<file path="src/rtl/pipe_ctrl_pkg.sv">
// Shared definitions for the pipeline hazard controller: FSM state encoding
// and the default mul/div occupancy of EX.
package pipe_ctrl_pkg;

    typedef enum logic [1:0] {
        RUN     = 2'd0,
        MULDIV  = 2'd1,
        MEMWAIT = 2'd2
    } state_e;

    localparam int MULDIV_LAT_DEFAULT = 4;
    localparam int MDCNT_W            = 6;

endpackage

</file>
<file path="src/rtl/load_use_detect.sv">
// Flags a load in ID/EX whose destination is read by the instruction in IF/ID.
module load_use_detect #(
    parameter int REGINDEX = 5
) (
    input  logic [REGINDEX-1:0] ifid_rs1,
    input  logic [REGINDEX-1:0] ifid_rs2,
    input  logic                ifid_use_rs1,
    input  logic                ifid_use_rs2,
    input  logic [REGINDEX-1:0] idex_rd,
    input  logic                idex_memread,
    output logic                hazard
);

    logic rs1_hit;
    logic rs2_hit;

    assign rs1_hit = ifid_use_rs1 && (ifid_rs1 == idex_rd);
    assign rs2_hit = ifid_use_rs2 && (ifid_rs2 == idex_rd);

    // x0 is hardwired to zero, so a load targeting it never creates a dependency.
    assign hazard = idex_memread && (idex_rd != '0) && (rs1_hit || rs2_hit);

endmodule

</file>
<file path="src/rtl/pipe_hazard_ctrl.sv">
// Pipeline enable/flush controller: load-use bubbles, branch squashes,
// mul/div occupancy of EX, data-memory wait states and a stall counter.
module pipe_hazard_ctrl
    import pipe_ctrl_pkg::*;
#(
    parameter int REGINDEX   = 5,
    parameter int MULDIV_LAT = MULDIV_LAT_DEFAULT,
    parameter int CNTW       = 32
) (
    input  logic                clk,
    input  logic                rst,
    input  logic [REGINDEX-1:0] ifid_rs1,
    input  logic [REGINDEX-1:0] ifid_rs2,
    input  logic                ifid_use_rs1,
    input  logic                ifid_use_rs2,
    input  logic [REGINDEX-1:0] idex_rd,
    input  logic                idex_memread,
    input  logic                ex_branch_taken,
    input  logic                ex_muldiv_start,
    input  logic                dmem_req,
    input  logic                dmem_ready,
    output logic                pc_en,
    output logic                ifid_en,
    output logic                idex_en,
    output logic                exmem_en,
    output logic                memwb_en,
    output logic                ifid_flush,
    output logic                idex_flush,
    output logic                exmem_flush,
    output logic                muldiv_done,
    output logic                busy,
    output logic [CNTW-1:0]     stall_cycles
);

    localparam logic [MDCNT_W-1:0] MULDIV_LOAD = MDCNT_W'(MULDIV_LAT - 1);

    state_e             state_q, state_d;
    logic [MDCNT_W-1:0] cnt_q, cnt_d;
    logic [CNTW-1:0]    stall_q, stall_d;

    logic load_use;
    logic eval_run;
    logic mem_stall;

    load_use_detect #(
        .REGINDEX (REGINDEX)
    ) u_load_use_detect (
        .ifid_rs1     (ifid_rs1),
        .ifid_rs2     (ifid_rs2),
        .ifid_use_rs1 (ifid_use_rs1),
        .ifid_use_rs2 (ifid_use_rs2),
        .idex_rd      (idex_rd),
        .idex_memread (idex_memread),
        .hazard       (load_use)
    );

    always_comb begin
        // NOTE: every output and next-state value gets a default first so no path infers a latch.
        state_d     = state_q;
        cnt_d       = cnt_q;
        eval_run    = 1'b0;
        mem_stall   = 1'b0;
        pc_en       = 1'b1;
        ifid_en     = 1'b1;
        idex_en     = 1'b1;
        exmem_en    = 1'b1;
        memwb_en    = 1'b1;
        ifid_flush  = 1'b0;
        idex_flush  = 1'b0;
        exmem_flush = 1'b0;
        muldiv_done = 1'b0;

        if (!rst) begin
            unique case (state_q)
                RUN: begin
                    eval_run  = 1'b1;
                    mem_stall = dmem_req && !dmem_ready;
                end
                MULDIV: begin
                    if (cnt_q != '0) begin
                        pc_en       = 1'b0;
                        ifid_en     = 1'b0;
                        idex_en     = 1'b0;
                        exmem_flush = 1'b1;
                        cnt_d       = cnt_q - 1'b1;
                    end else begin
                        muldiv_done = 1'b1;
                        state_d     = RUN;
                    end
                end
                MEMWAIT: begin
                    // The ready cycle replays the RUN rules against the held EX inputs.
                    if (dmem_ready) begin
                        eval_run = 1'b1;
                    end else begin
                        pc_en    = 1'b0;
                        ifid_en  = 1'b0;
                        idex_en  = 1'b0;
                        exmem_en = 1'b0;
                        memwb_en = 1'b0;
                    end
                end
                default: state_d = RUN;
            endcase

            if (eval_run) begin
                state_d = RUN;
                if (mem_stall) begin
                    pc_en    = 1'b0;
                    ifid_en  = 1'b0;
                    idex_en  = 1'b0;
                    exmem_en = 1'b0;
                    memwb_en = 1'b0;
                    state_d  = MEMWAIT;
                end else if (ex_muldiv_start) begin
                    pc_en       = 1'b0;
                    ifid_en     = 1'b0;
                    idex_en     = 1'b0;
                    exmem_flush = 1'b1;
                    cnt_d       = MULDIV_LOAD;
                    state_d     = MULDIV;
                end else if (ex_branch_taken) begin
                    ifid_flush = 1'b1;
                    idex_flush = 1'b1;
                end else if (load_use) begin
                    pc_en      = 1'b0;
                    ifid_en    = 1'b0;
                    idex_flush = 1'b1;
                end
            end
        end
    end

    always_comb begin
        stall_d = stall_q;
        if (!pc_en && (stall_q != '1)) begin
            stall_d = stall_q + 1'b1;
        end
    end

    always_ff @(posedge clk) begin
        // NOTE: state updates use non-blocking assignments so all flops sample the same pre-edge values.
        if (rst) begin
            state_q <= RUN;
            cnt_q   <= '0;
            stall_q <= '0;
        end else begin
            state_q <= state_d;
            cnt_q   <= cnt_d;
            stall_q <= stall_d;
        end
    end

    assign busy         = (state_q != RUN);
    assign stall_cycles = stall_q;

endmodule

</file>
<file path="config.mk">
export PLATFORM = sky130hd
export DESIGN_NAME = pipe_hazard_ctrl
export DESIGN_NICKNAME = d
export VERILOG_FILES = /design/src/rtl/pipe_ctrl_pkg.sv /design/src/rtl/load_use_detect.sv /design/src/rtl/pipe_hazard_ctrl.sv
export SDC_FILE = /design/constraint.sdc
export NUM_CORES = 1
export LEC_CHECK = 0
export ABC_AREA = 1
export BUFFER_PORTS_ARGS = -buffer_cell sky130_fd_sc_hd__buf_2
export CELL_PAD_IN_SITES_DETAIL_PLACEMENT = 1
export CELL_PAD_IN_SITES_GLOBAL_PLACEMENT = 2
export CORE_ASPECT_RATIO = 2
export CORE_MARGIN = 1.5
export CORE_UTILIZATION = 28
export CTS_CLUSTER_DIAMETER = 150
export DETAILED_ROUTE_END_ITERATION = 10
export GPL_TIMING_DRIVEN = 0
export PLACE_DENSITY_LB_ADDON = 0.1
export SETUP_SLACK_MARGIN = 0.3
export SLEW_MARGIN = 20
export SYNTH_ARGS = -nofsm -noshare
export SYNTH_HDL_FRONTEND = slang
export SYNTH_HIERARCHICAL = 1
export SYNTH_SLANG_ARGS = --single-unit
</file>
<file path="constraint.sdc">
create_clock -name clk -period 2.2 [get_ports clk]
set_input_delay 0.22 -clock clk [delete_from_list [all_inputs] [get_ports clk]]
set_output_delay 0.22 -clock clk [all_outputs]
set_load 0.01 [all_outputs]
</file>
**Yosys cells after proc, flatten, opt, wreduce, memory -nomap -nowiden**

Cells that the tools add are included.

- Register bits after elaboration: 40
- Input port bits: 24
- Output and inout bits: 42
- Word-level logic and storage cells: 77

- Add/sub/neg operators: 2
- Equal/unequal tests: 7
- Muxes and demuxes: 50
- Reduce and logical (&&, ||, !) cells: 15

Operators by type and width:

| cell | number |
|---|---|
| 1-bit 2-to-1 mux | 39 |
| 32-bit by 1-bit adder with 32-bit output, second input constant | 1 |
| 32-bit != test, second input constant | 1 |
| 6-bit 2-to-1 mux | 5 |
| 5-bit equality test | 2 |
| 1-bit logical AND | 6 |
| 2-bit 2-to-1 mux | 3 |
| 6-bit nonzero test | 1 |
| 6-bit by 1-bit subtractor with 6-bit output, second input constant | 1 |
| 5-bit nonzero test | 1 |
| 1-bit case mux with 2 select lines | 2 |
| 2-bit case mux with 2 select lines | 1 |
| 3-bit != test, second input constant | 1 |
| 2-bit by 1-bit equality test with 1-bit output, second input constant | 1 |
| 2-bit equality test, second input constant | 1 |
| 1-bit logical NOT | 2 |
| 2-bit logical NOT | 1 |
| 2-bit by 1-bit != test with 1-bit output, second input constant | 1 |
| 2-bit AND reduction | 1 |
| 2-bit nonzero test | 1 |
| 2-bit OR reduction | 1 |
| 1-bit logical OR | 1 |

**Logic depth before layout (Yosys ltp)**

- Word-level depth: 12
- Gate-level depth with buffers: 13
- Mapped depth without buffers: 13

**By module**

The synthesis kept the hierarchy.

Modules (own cells, without submodules):

| module | instances | cells each | area each (µm²) |
|---|---|---|---|
| pipe_hazard_ctrl | 1 | 443 | 2735.1 |
| load_use_detect | 1 | 55 | 216.5 |

**Worst setup path before layout**

No wires, ideal clock.

- Path kind: flip-flop to output port
- From: reg state_q[0]
- To: out pc_en
- Data arrival time: 1.685 ns
- Path slack: 0.295 ns
- Stages on the path, launching flop included: 13
- Buffers on the path: 2
- Path through: dfxtp_1 > inv_1 > ha_1 > inv_2 > nand2_1 > nand2_1 > nor2_1 > nand3_2 > inv_1 > nor2_4 > buf_4 > inv_1 > buf_4

- Word-level cells in the longest chain between the ends: 8
- Elaborated cells on any way between the ends: 14
- Those cells by class: eq/ne: 2; mux: 11; reduce/logical: 1

Ends and longest elaborated chain:

| element | RTL line | source |
|---|---|---|
| start, declared | pipe_hazard_ctrl.sv:37 | `state_e state_q, state_d;` |
| start signal, assigned | pipe_hazard_ctrl.sv:148 | `state_q <= state_d;` |
| 2-bit equality test / 2-bit by 1-bit equality test with 1-bit output (equally long branches) | - |  |
| 1-bit case mux with 2 select lines | - |  |
| 1-bit 2-to-1 mux (4 in a row) | - |  |
| 1-bit 2-to-1 mux (*) (2 in a row) | - |  |
| end, declared | pipe_hazard_ctrl.sv:22 | `output logic pc_en,` |

Mark *: on every way between the ends. The rest lies on a longest branch, timed or not. The select of a mux whose other input is x is not followed.

**Worst setup path after layout**

- From: reg state_q[0]
- To: out pc_en

- Word-level cells in the longest chain between the ends: 8
- Elaborated cells on any way between the ends: 14
- Those cells by class: eq/ne: 2; mux: 11; reduce/logical: 1

Ends and longest elaborated chain:

| element | RTL line | source |
|---|---|---|
| 2-bit equality test / 2-bit by 1-bit equality test with 1-bit output (equally long branches) | pipe_hazard_ctrl.sv:74 | `unique case (state_q)` |
| 1-bit case mux with 2 select lines | pipe_hazard_ctrl.sv:74 |  |
| 1-bit 2-to-1 mux | pipe_hazard_ctrl.sv:125 | `end else if (load_use) begin` |
| 1-bit 2-to-1 mux | pipe_hazard_ctrl.sv:122 | `end else if (ex_branch_taken) begin` |
| 1-bit 2-to-1 mux | pipe_hazard_ctrl.sv:115 | `end else if (ex_muldiv_start) begin` |
| 1-bit 2-to-1 mux | pipe_hazard_ctrl.sv:108 | `if (mem_stall) begin` |
| 1-bit 2-to-1 mux (*) | pipe_hazard_ctrl.sv:106 | `if (eval_run) begin` |
| 1-bit 2-to-1 mux (*) | pipe_hazard_ctrl.sv:73 | `if (!rst) begin` |

Marks and branches as above.

==> metrics.md <==
| Metric | Value |
|---|---|
| Reg2Reg Depth | `12` |
| Design area | `4250 um^2` |
| Final Max Slew Viols | `0` |
| Fillers | `around 1.4k` |
| Synth cell types | `27` |
| Compound-Gate Fraction of Synth Area | `0.0877` |
| Syn_nets | `528` |
| Synth Area in Adders | `0.0254` |
| CTS tree | `done` |
| Layout Cells excl Fill | `727` |
| Largest family of logic cells by synthesized area | `simple AND/OR/NAND/NOR gates` |
| RR Endpoint | `stall_cycles[14]` |
| Share of post-route cells with drive strength above 1 | `0.329` |
| Most frequent cells in the layout | `158 x nand2_1, 65 x buf_2, 62 x nor2_1, 34 x inv_1, 28 x nand3_1` |
| Row Count | `52` |
| GP Congestion | `roughly 0.84` |
| Required @ worst endpoint | `just under 2 ns` |
| Post-Synth Simple-Gate Area | `0.498` |
| Core area | `10200 um^2` |
| Largest net degree at the start of global routing | `13` |
| Via density | `approximately 4.9` |
| Critical path class | `reg2out` |
| Period utilization | `0.944` |
| # hold bufs at CTS | `0` |
| Placed Cells | `around 700` |
| First DRT Iteration DRCs | `125` |
| Register area share after synthesis | `0.271` |
| Hold Slack | `0.349 ns` |
| Outcome | `finished, final reports clean` |
| Most common cell after layout, fill and taps aside | `nand2_1` |
| Average size of a mapped cell | `5.93 um^2` |
| Top Ports | `66` |
| Layout area overhead | `43.8%` |
| Synth warnings | `6` |
| Final WL | `12.3 mm` |
| Measured slew at the worst slew-check pin | `0.700 ns` |
| Synthesized area | `2950 um^2` |
| Unrepaired setup endpoints after global routing | `yes` |
| Fmax | `0.482 GHz` |
| Largest area contributor in the synthesized netlist | `dfxtp_1` |
| Final setup fails | `0` |
| CTS buffer count | `5` |
| Die Y | `148 um` |
| # port buffers | `65` |
| Reg-to-reg startpoint | `state_q[1]` |
| WHS Endpoint | `state_q[1]` |
| Routed vias | `3579` |
| Clk_lat worst skew | `a little under 0.3 ns` |
| Post-detailed-route DRC marker count | `0` |
| Worst hold start | `dmem_req` |
| Final global-route overflow total | `0` |
| Hold path depth | `3` |
| Die X | `75.6 um` |
| Period minus WS final | `2.08 ns` |
| Max cap viols | `0` |
| Initial antenna violation count | `0` |
| PD cells | `470 nW/um^2` |
| Ant. Diodes | `0` |
| GRT Overall Usage | `0.221` |
| Vias in the first global route | `3571` |
| Final Hold Viols | `0` |
| Root Driver | `clkbuf_16` |
| Pre-Repair DR Iteration Count | `4` |
| Mapped Cells | `498` |
| Clock Skew | `about 0.0055 ns` |
| #FFs+latches synth | `40` |
| Share of the synthesized area in the top cell type | `0.271` |
| CTS H-tree lvls | `2` |
| CP Launch Type | `flop` |
| Post-DP HPWL | `9.33 mm` |
| Nets | `621` |
| Clock slew at reported path FFs | `0.06 ns` |
| Slew HR | `0.534` |
| Starting Density | `0.289` |
| Arrival @ worst endpoint | `~1.9 ns` |
| Sinks on Clock Net | `40` |
| Die Area | `~11000 um^2` |
| Reg2Reg Setup Slack | `0.18 ns` |
| Synth Area in XOR/XNOR | `0.0356` |
| Type of destination of the critical path | `primary output` |
| Post-synthesis mux area share | `0` |
| Dpl cell area | `3450 um^2` |
| Area contributors post-synth | `dfxtp_1 27%, nand2_1 24%, nor2_1 8.6%` |
| Peak VDD IR | `~0.28 mV` |
| Leak pwr | `1.80 nW` |
| Min-delay worst type | `in2reg` |
| Final ANT Viol Nets | `0` |
| Clk buf depth | `2` |
| WL per Instance | `17.0 um` |
| CP Max Fanout | `4` |
| First-pass GRT wire length | `18.2 mm` |
-- critical path, stage by stage (launching register included) --
cell	delay, ns
dfxtp_2	0.34
inv_4	0.08
ha_4	0.14
nand3b_1	0.18
nand2_2	0.16
nor2_4	0.04
nand3_2	0.08
inv_2	0.05
nor2_4	0.14
buf_6	0.13
inv_4	0.03
buf_6	0.10
buf_6	0.11
-- sequential cells by signal, summed over array words and instances (netlist names) --
register      count
cnt_q             6
state_q           2
stall_cycles     32
-- power by group --
part	total [mW]	internal, mW	switching, mW
combinational	0.467	0.200	0.267
sequential	0.755	0.738	0.0164
clock	0.773	0.453	0.320
total	1.99	1.39	0.604
-- metrics by stage --
| step | utilization | TNS [ns] | total power [mW] | setup slack (ns) |
|---|---|---|---|---|
| 2_1_floorplan | - | 0 | 0.956 | 0.305 |
| 3_3_place_gp | 0.338 | -5.47 | 1.07 | -0.250 |
| 3_5_place_dp | 0.338 | -6.62 | 1.07 | -0.331 |
| 4_1_cts | 0.372 | 0 | 1.92 | 0.126 |
| 5_1_grt | 0.416 | 0 | 2.09 | 0.0329 |
| 6_report | 0.416 | 0 | 1.99 | 0.123 |
-- metal layers --
metal  wire length [um]  track usage  part of all wire
met1               4170        0.210              0.34
met2               7280        0.437              0.59
met3                403       0.0291             0.033
met4                486       0.0964             0.039
met5                  0            0                 0
-- timing repair --
item / in CTS / in global routing
pin swaps: 13 / 15
gates cloned: 0 / 3
setup endpoints to repair: 36 / 38
gates resized for setup: 44 / 86
setup buffers: 10 / 8
-- cells by family after synthesis --
family / after synthesis
flops: 40
buf+inv: 58
compound gates: 49
fa+ha+maj: 6
simple gates: 333
xor+xnor: 12
-- area by class of cell --
| type | instances | area (um^2) | share of cell area |
|---|---|---|---|
| inverters | 43 | 169 | 0.0398 |
| flip-flops and latches | 40 | 825 | 0.194 |
| well taps | 135 | 169 | 0.0398 |
| multi-input cells | 400 | 2250 | 0.529 |
| repair buffers | 86 | 559 | 0.132 |
| clock inverters | 1 | 7.51 | 0.00177 |
| clock buffers | 7 | 143 | 0.0336 |
| plain buffers | 15 | 126 | 0.0298 |
-- Yosys cell counts, drive strengths merged --
cell	instances
o211ai	1
nand3	30
a21oi	40
nor4	2
ha	6
nand3b	15
buf	7
nand4	19
or2	1
xnor2	5
nor2	73
clkbuf	8
xor2	7
inv	43
nand2	191
and2	2
dfxtp	40
o21ai	8
-- worst max-delay path by stage --
stage                          from          endpoint  slack [ns]  depth (start not counted)
floorplan                state_q[0]             pc_en        0.30                         12
global placement    stall_cycles[0]  stall_cycles[14]       -0.25                          9
detailed placement  stall_cycles[0]  stall_cycles[14]       -0.33                          9
CTS                      state_q[1]             pc_en        0.13                         12
global route             state_q[0]             pc_en        0.03                         12
finish                   state_q[0]             pc_en        0.12                         12
Note: power is estimated with default switching activity, not from simulation.
